==> src/rtl/btn_conditioner.sv <==
// Pushbutton conditioner: 2-flop sync, debounce FSM, press/release/long pulses per channel.
// Define BTN_REPEAT_EN to add auto-repeat pulses after a long press.
module btn_conditioner #(
    parameter int NUM_BTN         = 5,
    parameter int DEBOUNCE_CYCLES = 1_000_000,
    parameter int LONG_CYCLES     = 100_000_000,
    parameter int REPEAT_CYCLES   = 20_000_000
) (
    input  logic               CLK100MHZ,
    input  logic               CPU_RESETN,
    input  logic [NUM_BTN-1:0] btn_raw,
    output logic [NUM_BTN-1:0] btn_level,
    output logic [NUM_BTN-1:0] btn_press,
    output logic [NUM_BTN-1:0] btn_release,
    output logic [NUM_BTN-1:0] btn_long,
    output logic [NUM_BTN-1:0] btn_repeat
);

    localparam int DW = $clog2(DEBOUNCE_CYCLES + 1);
    localparam int HW = $clog2(LONG_CYCLES + 1);
    localparam logic [DW-1:0] DB_LAST   = DW'(DEBOUNCE_CYCLES - 1);
    localparam logic [HW-1:0] HOLD_LAST = HW'(LONG_CYCLES - 1);
    localparam logic [HW-1:0] HOLD_MAX  = HW'(LONG_CYCLES);

    typedef enum logic [1:0] {
        RELEASED,
        DB_PRESS,
        PRESSED,
        DB_RELEASE
    } state_e;

    if (DEBOUNCE_CYCLES < 1 || LONG_CYCLES < 1 || REPEAT_CYCLES < 1) begin : g_param_err
        $error("btn_conditioner: cycle parameters must be >= 1");
    end

    logic [NUM_BTN-1:0] sync1_q, sync2_q;

    always_ff @(posedge CLK100MHZ or negedge CPU_RESETN) begin
        if (!CPU_RESETN) begin
            sync1_q <= '0;
            sync2_q <= '0;
        end else begin
            sync1_q <= btn_raw;
            sync2_q <= sync1_q;
        end
    end

    for (genvar g = 0; g < NUM_BTN; g++) begin : g_ch
        state_e        state_q, state_d;
        logic [DW-1:0] db_q, db_d;
        logic [HW-1:0] hold_q, hold_d;
        logic          fired_q, fired_d;
        logic          level_q, level_d;
        logic          press_q, press_d;
        logic          rel_q, rel_d;
        logic          long_q, long_d;
        logic          s;

        assign s = sync2_q[g];

        always_ff @(posedge CLK100MHZ or negedge CPU_RESETN) begin
            if (!CPU_RESETN) begin
                state_q <= RELEASED;
                db_q    <= '0;
                hold_q  <= '0;
                fired_q <= 1'b0;
                level_q <= 1'b0;
                press_q <= 1'b0;
                rel_q   <= 1'b0;
                long_q  <= 1'b0;
            end else begin
                state_q <= state_d;
                db_q    <= db_d;
                hold_q  <= hold_d;
                fired_q <= fired_d;
                level_q <= level_d;
                press_q <= press_d;
                rel_q   <= rel_d;
                long_q  <= long_d;
            end
        end

        always_comb begin
            state_d = state_q;
            db_d    = db_q;
            unique case (state_q)
                RELEASED: begin
                    if (s) begin
                        state_d = DB_PRESS;
                        db_d    = '0;
                    end
                end
                DB_PRESS: begin
                    if (!s)                 state_d = RELEASED;
                    else if (db_q == DB_LAST) state_d = PRESSED;
                    else                    db_d = db_q + 1'b1;
                end
                PRESSED: begin
                    if (!s) begin
                        state_d = DB_RELEASE;
                        db_d    = '0;
                    end
                end
                DB_RELEASE: begin
                    if (s)                  state_d = PRESSED;
                    else if (db_q == DB_LAST) state_d = RELEASED;
                    else                    db_d = db_q + 1'b1;
                end
                default: state_d = RELEASED;
            endcase
        end

        // Hold time only advances while settled in PRESSED; DB_RELEASE freezes it.
        always_comb begin
            press_d = (state_q == DB_PRESS) && (state_d == PRESSED);
            rel_d   = (state_q == DB_RELEASE) && (state_d == RELEASED);
            level_d = (state_d == PRESSED) || (state_d == DB_RELEASE);
            hold_d  = hold_q;
            fired_d = fired_q;
            long_d  = 1'b0;
            if (press_d) begin
                hold_d = '0;
            end else if (state_q == PRESSED) begin
                if (hold_q != HOLD_MAX) hold_d = hold_q + 1'b1;
                if (hold_q == HOLD_LAST && !fired_q) begin
                    long_d  = 1'b1;
                    fired_d = 1'b1;
                end
            end
            if (rel_d) fired_d = 1'b0;
        end

        assign btn_level[g]   = level_q;
        assign btn_press[g]   = press_q;
        assign btn_release[g] = rel_q;
        assign btn_long[g]    = long_q;

`ifdef BTN_REPEAT_EN
        localparam int RW = $clog2(REPEAT_CYCLES + 1);
        localparam logic [RW-1:0] REP_LAST = RW'(REPEAT_CYCLES - 1);

        logic [RW-1:0] rep_q, rep_d;
        logic          repeat_q, repeat_d;

        always_ff @(posedge CLK100MHZ or negedge CPU_RESETN) begin
            if (!CPU_RESETN) begin
                rep_q    <= '0;
                repeat_q <= 1'b0;
            end else begin
                rep_q    <= rep_d;
                repeat_q <= repeat_d;
            end
        end

        always_comb begin
            rep_d    = rep_q;
            repeat_d = 1'b0;
            if (state_q == RELEASED) begin
                rep_d = '0;
            end else if (state_q == PRESSED && fired_q) begin
                if (rep_q == REP_LAST) begin
                    rep_d    = '0;
                    repeat_d = 1'b1;
                end else begin
                    rep_d = rep_q + 1'b1;
                end
            end
        end

        assign btn_repeat[g] = repeat_q;
`else
        assign btn_repeat[g] = 1'b0;
`endif
    end

endmodule

==> config.mk <==
export PLATFORM = sky130hd
export DESIGN_NAME = btn_conditioner
export DESIGN_NICKNAME = d
export VERILOG_FILES = /design/src/rtl/btn_conditioner.sv
export SDC_FILE = /design/constraint.sdc
export NUM_CORES = 1
export LEC_CHECK = 0
export CAP_MARGIN = 15
export CORE_ASPECT_RATIO = 1.4
export CORE_MARGIN = 8
export CORE_UTILIZATION = 65
export CTS_BUF_LIST = sky130_fd_sc_hd__clkbuf_8 sky130_fd_sc_hd__clkbuf_16
export DETAILED_ROUTE_END_ITERATION = 8
export GPL_TIMING_DRIVEN = 0
export PLACE_DENSITY_LB_ADDON = 0.25
export SKIP_CTS_REPAIR_TIMING = 1
export SLEW_MARGIN = 40
export SYNTH_ARGS = -nofsm -noshare
export SYNTH_HDL_FRONTEND = slang
export SYNTH_SLANG_ARGS = --single-unit
==> constraint.sdc <==
create_clock -name CLK100MHZ -period 3.49 [get_ports CLK100MHZ]
set_clock_uncertainty 0.1 [all_clocks]
set_input_delay 0.698 -clock CLK100MHZ [delete_from_list [all_inputs] [get_ports CLK100MHZ]]
set_output_delay 0.698 -clock CLK100MHZ [all_outputs]
set_load 0.1 [all_outputs]
Word-level counts from Yosys, hierarchy flattened
Cells that the tools add are included.

operators by class
  $add $sub $neg = 10
  equal/unequal tests = 65
  mux-type cells = 115
  reduce and logical (&&, ||, !) cells = 70

operator list
  cell                                                    count
  two-way mux 20 bit                                      25
  two-way mux 27 bit                                      15
  one-hot mux 20 bit (4 select lines)                     5
  adder 27 x 1 -> 27 bit (second input constant)          5
  == test 27 bit (second input constant)                  5
  inequality test 27 bit (second input constant)          5
  adder 20 x 1 -> 20 bit (second input constant)          5
  == test 20 bit (second input constant)                  5
  two-way mux 2 bit                                       30
  == test 2 bit (second input constant)                   20
  inequality test 2 bit (second input constant)           20
  one-hot mux 2 bit (4 select lines)                      5
  nonzero test 2 bit                                      20
  two-way mux 1 bit                                       35
  zero test 2 bit                                         10
  AND reduction 4 bit                                     5
  logical AND 1 bit                                       15
  AND reduction 3 bit                                     5
  == test 2 x 1 -> 1 bit (second input constant)          5
  inequality test 2 x 1 -> 1 bit (second input constant)  5
  AND reduction 2 bit                                     5
  zero test 1 bit                                         5
  logical OR 1 bit                                        5

storage, ports and cells
  bits in registers = 280
  bits of input ports = 7
  output and inout port bits = 25

Logic depth before layout (Yosys ltp)
  depth in word-level cells = 8
  mapped depth = 10
  gate-level depth less buffers = 7

Least setup slack after synthesis
Ideal clock, no wire load.

  kind = register to register
  from = register g_ch[0].db_q[0]
  to = register g_ch[0].db_q[4]
  library setup time = 69 ps
  data arrival time = 2,113 ps
  required time = 3,321 ps
  path slack = 1,208 ps
  cell stages (with the launch flop) = 8
  buffers on the path = 1
  path through = dfrtp_1 -> ha_1 -> and2_1 -> and4_1 -> clkbuf_1 -> a31o_2 -> or4b_2 -> nand3_1

on the way
  longest elaborated chain between the ends = 4

RTL lines
  what                                                      line     source
  from (decl)                                               50       logic [DW-1:0] db_q, db_d;
  from (signal assigned)                                    64       db_q <= '0;
  from (signal assigned)                                    73       db_q <= db_d;
  adder 20 x 1 -> 20 bit or == test 20 bit (tied branches)  --
  two-way mux 20 bit (*)                                    95, 106
  two-way mux 20 bit (on tied branches)                     105, 94
  one-hot mux 20 bit (4 select lines) (*)                   86       unique case (state_q)

Mark *: on every way between the ends. The rest lies on a longest branch, timed or not. The select of a mux whose other input is x is not followed.
A chain may end at the register's enable or synchronous reset.

Worst setup path in the final report
  from = register g_ch[2].db_q[6]
  to = register g_ch[2].hold_q[21]

on the way
  longest elaborated chain between the ends = 8

RTL lines
  what                                    line     source
  from (decl)                             50
  from (signal assigned)                  64
  from (signal assigned)                  73
  == test 20 bit (*)                      95, 106
  two-way mux 2 bit (on tied branches)    106, 95
  two-way mux 2 bit (on tied branches)    105, 94
  one-hot mux 2 bit (4 select lines) (*)  86
  == test 2 bit (*)                       115      press_d = (state_q == DB_PRESS) && (state_d == PRESSED);
  logical AND 1 bit (*)                   115
  nonzero test 2 bit (no source line)     --
  AND reduction 2 bit (no source line)    --
  to (signal assigned)                    74       hold_q <= hold_d;
  to (decl)                               51       logic [HW-1:0] hold_q, hold_d;

Mark *: on every way between the ends. The rest lies on a longest branch, timed or not.

==> impl_metrics.py <==
metrics = {
    "outcome": {
        "status": "finished clean",
    },
    "floorplan": {
        "dieWidth_um": 144.3,
        "dieArea_mm2": 0.02822,
        "fp.coreArea_mm2": 0.02261,
        "placementRows": 65,
        "start_util_pct": 66.24,
        "dieHeight_um": 195.6,
        "ios": 32,
    },
    "yosys": {
        "synth.avg_cell_area_um2": 9.460,
        "synthDistinctLibCells": 82,
        "synthArstFlopShare_pct": 100.0,
        "synth-edff-count": 0,
        "synth_top_family_by_area": "simple AND/OR/NAND/NOR gates",
        "synth-compound-area-share_pct": 9.692,
        "yosysSeqAreaShare_pct": 46.45,
        "synthMuxAreaShare_pct": 1.905,
        "synth-adder-area-share_pct": 1.253,
        "synth_flop_cell": "dfrtp_1",
        "synth_cells": 1583,
        "synth.ff_latch_count": 278,
        "yosysWarnings": 0,
        "synthSimpleGateAreaFrac_pct": 30.02,
        "synthXorXnorAreaFrac_pct": 6.199,
        "synth_area_mm2": 0.01498,
    },
    "sta": {
        "rsz0062_at_grt": "no",
        "period_share_pct": 74.31,
        "post-route-min-period_ns": 2.593,
        "hold_viol": 0,
        "layout_setup_ws_ns": 0.8965,
        "setup_violations": 0,
        "relSlewSlack_pct": 45.94,
        "setup_tns_ns": 0,
        "worst_pin_slew_ns": 0.8035,
        "fmax_mhz": 385.6,
        "slew_viol_final": 0,
    },
    "route": {
        "wl_um": 32240,
        "initialDrtViolationCount": 819,
        "drc": 0,
        "first_pass_iters": 5,
        "avgViaCountPerCell": 6.226,
        "final_antenna_net_count": 0,
        "avgRoutedWirePerCell_um": 16.38,
        "vias": 12252,
    },
    "power_and_ir_drop": {
        "power.share.clock_pct": 48.1,
        "pwr-share-seq_pct": 48.0,
        "p_comb_share_pct": 3.9,
        "fin_total_pwr_mw": 6.973,
        "power.switching_mw": 1.533,
        "switching_share_pct": 21.98,
        "power_density_mw_per_mm2": 418.0,
        "ir_worst_vdd_mv": 0.3830,
        "internal-power_mw": 5.440,
        "p_leak_nw": 7.182,
    },
    "global_route": {
        "grt_first_pass_wirelength_um": 56350,
        "track_usage_pct": 23.38,
        "antenna_found_initial": 0,
        "grt_overflow": 0,
        "grt_max_degree": 76,
        "grt_pass1_vias": 12402,
    },
    "cells_and_area": {
        "drive_gt1_share_pct": 11.82,
        "nets": 1668,
        "finalNonFillerCells": 1968,
        "num_antenna_cells": 0,
        "fill_cells": 1719,
        "syn_to_final_growth_pct": 11.40,
    },
    "place": {
        "place_congestion": 0.8698,
        "dp_cells": 1917,
        "io_buffer_count": 26,
        "place_worst_setup_slack_ns": 0.9604,
        "dpl.hpwl_um": 21990,
    },
    "clock_network": {
        "clock-root-buffer": "clkbuf_16",
        "path_clk_slew_ns": 0.06,
        "clkLatencyLatePin_ns": 0.54,
        "h-tree-depth": 1,
        "numCtsBuffers": 28,
        "cts.sinks": 278,
        "tritoncts": "yes",
        "cts.path.max_buffers": 3,
    },
    "worst_setup_path": {
        "timing.rr.end": "g_ch[2].hold_q[21]",
        "worstSetupEndpointType": "register",
        "start_kind": "register",
        "critPathMaxFanout": 10,
        "r2r_slack_ns": 0.90,
        "cp_data_arrival_time_ns": 2.92,
        "reg2regPathDepth": 6,
        "critPathKind": "register to register",
        "required_ns": 3.82,
        "rr_startpoint": "g_ch[2].db_q[6]",
    },
    "job": {
        "maxCapViolations": 0,
    },
    "min_path": {
        "hp-class": "input pin to async pin",
    },
}
-- worst max-delay path, stage by stage (launching register included) --
cell     delay, ns
dfrtp_1       0.38
buf_2         0.17
or4b_1        0.55
nor4_2        0.43
nor3b_4       0.53
buf_4         0.26
nor2_1        0.06
-- synth_stat cells, types with 4 or more instances --
library cell	n	share of area, %
dfrtp_1	278	46
nand2_1	153	3.8
nor2_1	152	3.8
nand3_1	113	3.8
xor2_1	66	3.9
nand4_1	65	2.7
a21oi_1	63	2.1
o21ai_0	59	2.0
inv_1	43	1.1
xnor2_1	40	2.3
nor3_1	38	1.3
clkbuf_1	36	0.90
and3_1	35	1.5
buf_4	32	1.6
or3_1	31	1.3
nor4_1	30	1.3
or4_1	27	1.4
and4_1	26	1.5
o31ai_1	26	1.3
nor4b_1	20	1.2
ha_1	15	1.3
mux2i_1	15	1.0
nand2b_1	15	0.63
a22o_1	13	0.76
buf_2	12	0.40
mux2_2	12	0.90
nand4b_1	12	0.70
o211ai_1	11	0.55
a21o_1	9	0.45
or4b_2	9	0.60
and2_1	8	0.33
or2_2	8	0.33
nand3b_1	7	0.35
nor2b_1	7	0.29
or4_2	7	0.41
nor3b_1	6	0.30
a31o_2	5	0.29
nor4_2	4	0.33
o21ai_1	4	0.13
o221ai_1	4	0.23
o41ai_1	4	0.23
or4b_1	4	0.27
-- power groups by stage --
stage / combinational, mW / sequential [mW] / clock, mW
floorplan: 0.155 / 3.39 / 0
global placement: 0.250 / 3.40 / 0
detailed placement: 0.272 / 3.40 / 0
CTS: 0.274 / 3.35 / 3.42
global route: 0.305 / 3.36 / 3.54
finish: 0.270 / 3.35 / 3.35
-- metal layers --
layer	wire length [µm]	vias up	share of wire [%]	track usage, %
met1	13370	6030	41	28.14
met3	1241	83	3.8	2.881
met4	837	0	2.6	8.623
met2	16790	281	52	41.59
met5	0	-	0	0
li1	-	5858	-	-
-- worst max-delay path by stage --
stage          slack (ns)                 end       startpoint
6_report             0.90  g_ch[2].hold_q[21]  g_ch[2].db_q[6]
3_5_place_dp         0.96  g_ch[2].hold_q[21]  g_ch[2].db_q[6]
4_1_cts              0.92  g_ch[2].hold_q[19]  g_ch[2].db_q[6]
2_1_floorplan        1.21     g_ch[0].db_q[4]  g_ch[0].db_q[0]
3_3_place_gp       -10.21  g_ch[1].hold_q[11]       CPU_RESETN
5_1_grt              0.72  g_ch[4].hold_q[11]  g_ch[4].db_q[0]
-- flip-flops by register name, summed over array words and instances, names as in the netlist --
name,count
g_ch.state_q,8
g_ch.long_q,5
g_ch.hold_q,135
g_ch.level_q,5
sync2_q,5
g_ch.fired_q,5
sync1_q,5
g_ch.db_q,100
g_ch.rel_q,5
g_ch.press_q,5
-- placed cells by master (no fill, tap or decap), types with 6 or more instances in the layout --
cell	n
a21o_1	9
a21oi_1	63
a22o_1	13
and2_1	8
and3_1	35
and4_1	26
buf_2	32
buf_4	32
bufinv_16	6
clkbuf_1	36
clkbuf_16	29
clkbuf_8	6
dfrtp_1	278
ha_1	15
inv_1	44
mux2_2	12
mux2i_1	15
nand2_1	153
nand2b_1	15
nand3_1	113
nand3b_1	7
nand4_1	65
nand4b_1	12
nor2_1	152
nor2b_1	7
nor3_1	38
nor3b_1	6
nor4_1	28
nor4b_1	20
o211ai_1	11
o21ai_0	59
o31ai_1	26
or2_2	8
or3_1	31
or4_1	27
or4_2	7
or4b_2	9
xnor2_1	40
xor2_1	66
-- kinds of logic (layout without fill, tap and decap cells) --
kind of cell | after synthesis | count (layout)
simple gates | 803 | 803
fa+ha+maj | 15 | 15
mux | 27 | 27
flops | 278 | 278
other cells | 1 | 5
xor+xnor | 106 | 106
compound gates | 224 | 224
buf+inv | 129 | 209
-- final cells by class --
cell class / count / area, µm² / area share (%)
clock inverters: 16 / 239.0 / 1.432
plain buffers: 85 / 501.7 / 3.007
well taps: 301 / 376.6 / 2.257
multi-input cells: 1180 / 7388 / 44.29
clock buffers: 35 / 808.3 / 4.845
repair buffers: 29 / 247.7 / 1.485
flip-flops and latches: 278 / 6957 / 41.70
inverters: 44 / 165.2 / 0.9899
-- through the flow --
step / cell area, µm² / hold WS (ns) / util, %
after floorplan: 14990 / 0.2312 / -
after global placement: 15630 / 0.2329 / 69.12
after detailed placement: 15640 / 0.2356 / 69.16
after CTS: 16680 / 0.01313 / 73.79
after global routing: 16680 / 0.03754 / 73.79
final: 16680 / 0.003370 / 73.79
(Power assumes the default switching activity.)
==> variant, RTL diff (config.mk and constraints unchanged) <==
The option `BTN_REPEAT_EN` is turned on by a define.
--- a/src/rtl/btn_conditioner.sv
+++ b/src/rtl/btn_conditioner.sv
@@ -1,5 +1,7 @@
 // Pushbutton conditioner: 2-flop sync, debounce FSM, press/release/long pulses per channel.
 // Define BTN_REPEAT_EN to add auto-repeat pulses after a long press.
+`define BTN_REPEAT_EN
+
 module btn_conditioner #(
     parameter int NUM_BTN         = 5,
     parameter int DEBOUNCE_CYCLES = 1_000_000,
Formal check against the unedited RTL: same outputs for any inputs over 4 cycles, from zero or initial values and one cycle with CPU_RESETN low; that may be too few to reach the edited logic, so the function may still have changed.
==> variant against the original RTL <==
Final area up 46%; total power up 37%; global-route usage is 2.2 points higher; core utilization shrank 1.6 points; worst setup slack got worse by 270 ps; hold slack improved by 240 ps; synthesized cell count is 53% higher; die area is 43% higher; sequential power up 44%; routed wire length increased by 58%; sequential cell count is 131 higher; area after synthesis rose by 48%; critical endpoint is now g_ch[3].hold_q[14]$_DFFE_PN0P_.
==> variant: results (changes against the original RTL) <==
metric;value;unit;change
mean cell area of the mapped netlist;9.129;sq um;-3.5%
count of TritonRoute iterations in the first routing pass;6;;+1
gpl congestion;0.9150;;+5.2%
CTS H-tree depth;2;;+1
Fill cells;2562;;+49%
Net Sw Frac;0.2250;;+0.005187
count of different cell masters after synthesis;77;;-6.1%
routed via count divided by cell count;6.483;;+4.1%
Top Registers;g_ch.hold_q x135, g_ch.rep_q x125, g_ch.db_q x100;;
vias in the first global route;18950;;+53%
minimum setup slack after placement;691.1;ps;-269.3 ps
count of routing violations after the opening detailed-route iteration;1577;;+93%
worst path arrival time;3200;ps;+280 ps
Hold WC Path Type;reg -> reg;;
first-pass GRT wire length;87.77;mm;+56%
number of buffers inserted during clock tree synthesis;41;;+46%
HPWL reported at the end of detailed placement;34.93;mm;+59%
Least-Margin Pin Slew;814.3;ps;+10.73 ps
number of standard cells in the final layout excluding fillers;2984;;+52%
Final #Nets;2529;;+52%
worst IR drop on VDD;0.3647;mV;-4.8%
run status;complete, no violations;;
instance count after placement with tap cells included;2909;;+52%
layout cell share with drive strength beyond 1;0.07975;;-0.03843
sequential share of the synthesized area;0.4629;;-0.001628
leading post-synthesis cells by instance count;409 x dfrtp_1, 248 x nand2_1, 214 x nor2_1;;
Area contributors post-synth;dfrtp_1 46%, nand2_1 4.2%, nand3_1 3.8%;;
GRT Overall Usage;0.2558;;+0.02196
final routed wirelength across all metal layers;50.90;mm;+58%
static power due to leakage;0.01018;uW;+42%
# port buffers;31;;+19%
-- variant: cell types whose count changed in the layout (fill, tap and decap cells not counted), moves of 20 or more --
cell	before	now
nand2_1	153	248
o21ai_0	59	92
or4_1	27	47
nand3_1	113	168
a31oi_1	1	99
a21oi_1	63	114
dfrtp_1	278	409
a41oi_1	2	26
nand4_1	65	106
clkbuf_1	36	74
nor2_1	152	214
inv_1	44	77
and3_1	35	66
-- variant: cells by family after synthesis --
kind of cell	Yosys count	synth area share
AND/OR/NAND/NOR	1181	0.2887
buffers and inverters	191	0.03882
multiplexers	26	0.01256
flip-flops	409	0.4629
XOR/XNOR	123	0.04872
adder cells (fa/ha/maj)	20	0.01132
AO/OA/AOI/OAI	472	0.1370
-- variant: path summary, 6_finish.rpt --
kind / slack [ps] / endpoint / start / cells past startpoint
setup / recovery: 620 / g_ch[3].hold_q[14]$_DFFE_PN0P_ / g_ch[3].db_q[0]$_DFFE_PN0P_ / 8
hold / removal: 250 / sync2_q[4]$_DFF_PN0_ / sync1_q[4]$_DFF_PN0_ / 0
setup reg to reg: 620 / g_ch[3].hold_q[14]$_DFFE_PN0P_ / g_ch[3].db_q[0]$_DFFE_PN0P_ / 8
hold reg to reg: 250 / sync2_q[4]$_DFF_PN0_ / sync1_q[4]$_DFF_PN0_ / 0
max in group asynchronous: 1680 / g_ch[1].rep_q[6]$_DFFE_PN0P_ / CPU_RESETN / 4
min in group asynchronous: 550 / g_ch[2].db_q[9]$_DFFE_PN0P_ / CPU_RESETN / 2
-- variant: final cells by class --
type                       count  share of cell area
inverter                      67             0.01030
clock buffer                  49             0.04745
timing repair buffer          37             0.01384
clock inverter                25            0.007379
multi-input combinational   1822              0.4539
tap                          451             0.02311
sequential                   409              0.4192
buffer                       124             0.02485
-- variant: critical path, stage by stage (launching register included) --
cell      delay [ps]
dfrtp_1          400
ha_1             230
and4_1           310
nand3_1          100
nor3_1           630
and3_1           260
clkbuf_1         330
buf_2            310
nor2_1            90
-- variant: power groups by stage --
stage	registers [uW]	logic, uW	clock network (uW)
floorplan	4910	151	0
global placement	4930	289	0
detailed placement	4930	322	0
CTS	4840	324	4460
global route	4850	367	4620
finish	4840	318	4370
-- variant: routing by layer --
layer	wire length [um]	GRT usage
met2	26170	0.4502
met3	2328	0.03352
met1	20820	0.3123
met4	1584	0.1045
met5	0	0
-- variant: metrics by stage --
stage	cell area [sq um]	setup TNS, ps
final	24420	0
after global routing	24420	0
after CTS	24360	0
after detailed placement	23020	0
after global placement	22980	-6487040
after floorplan	22110	0
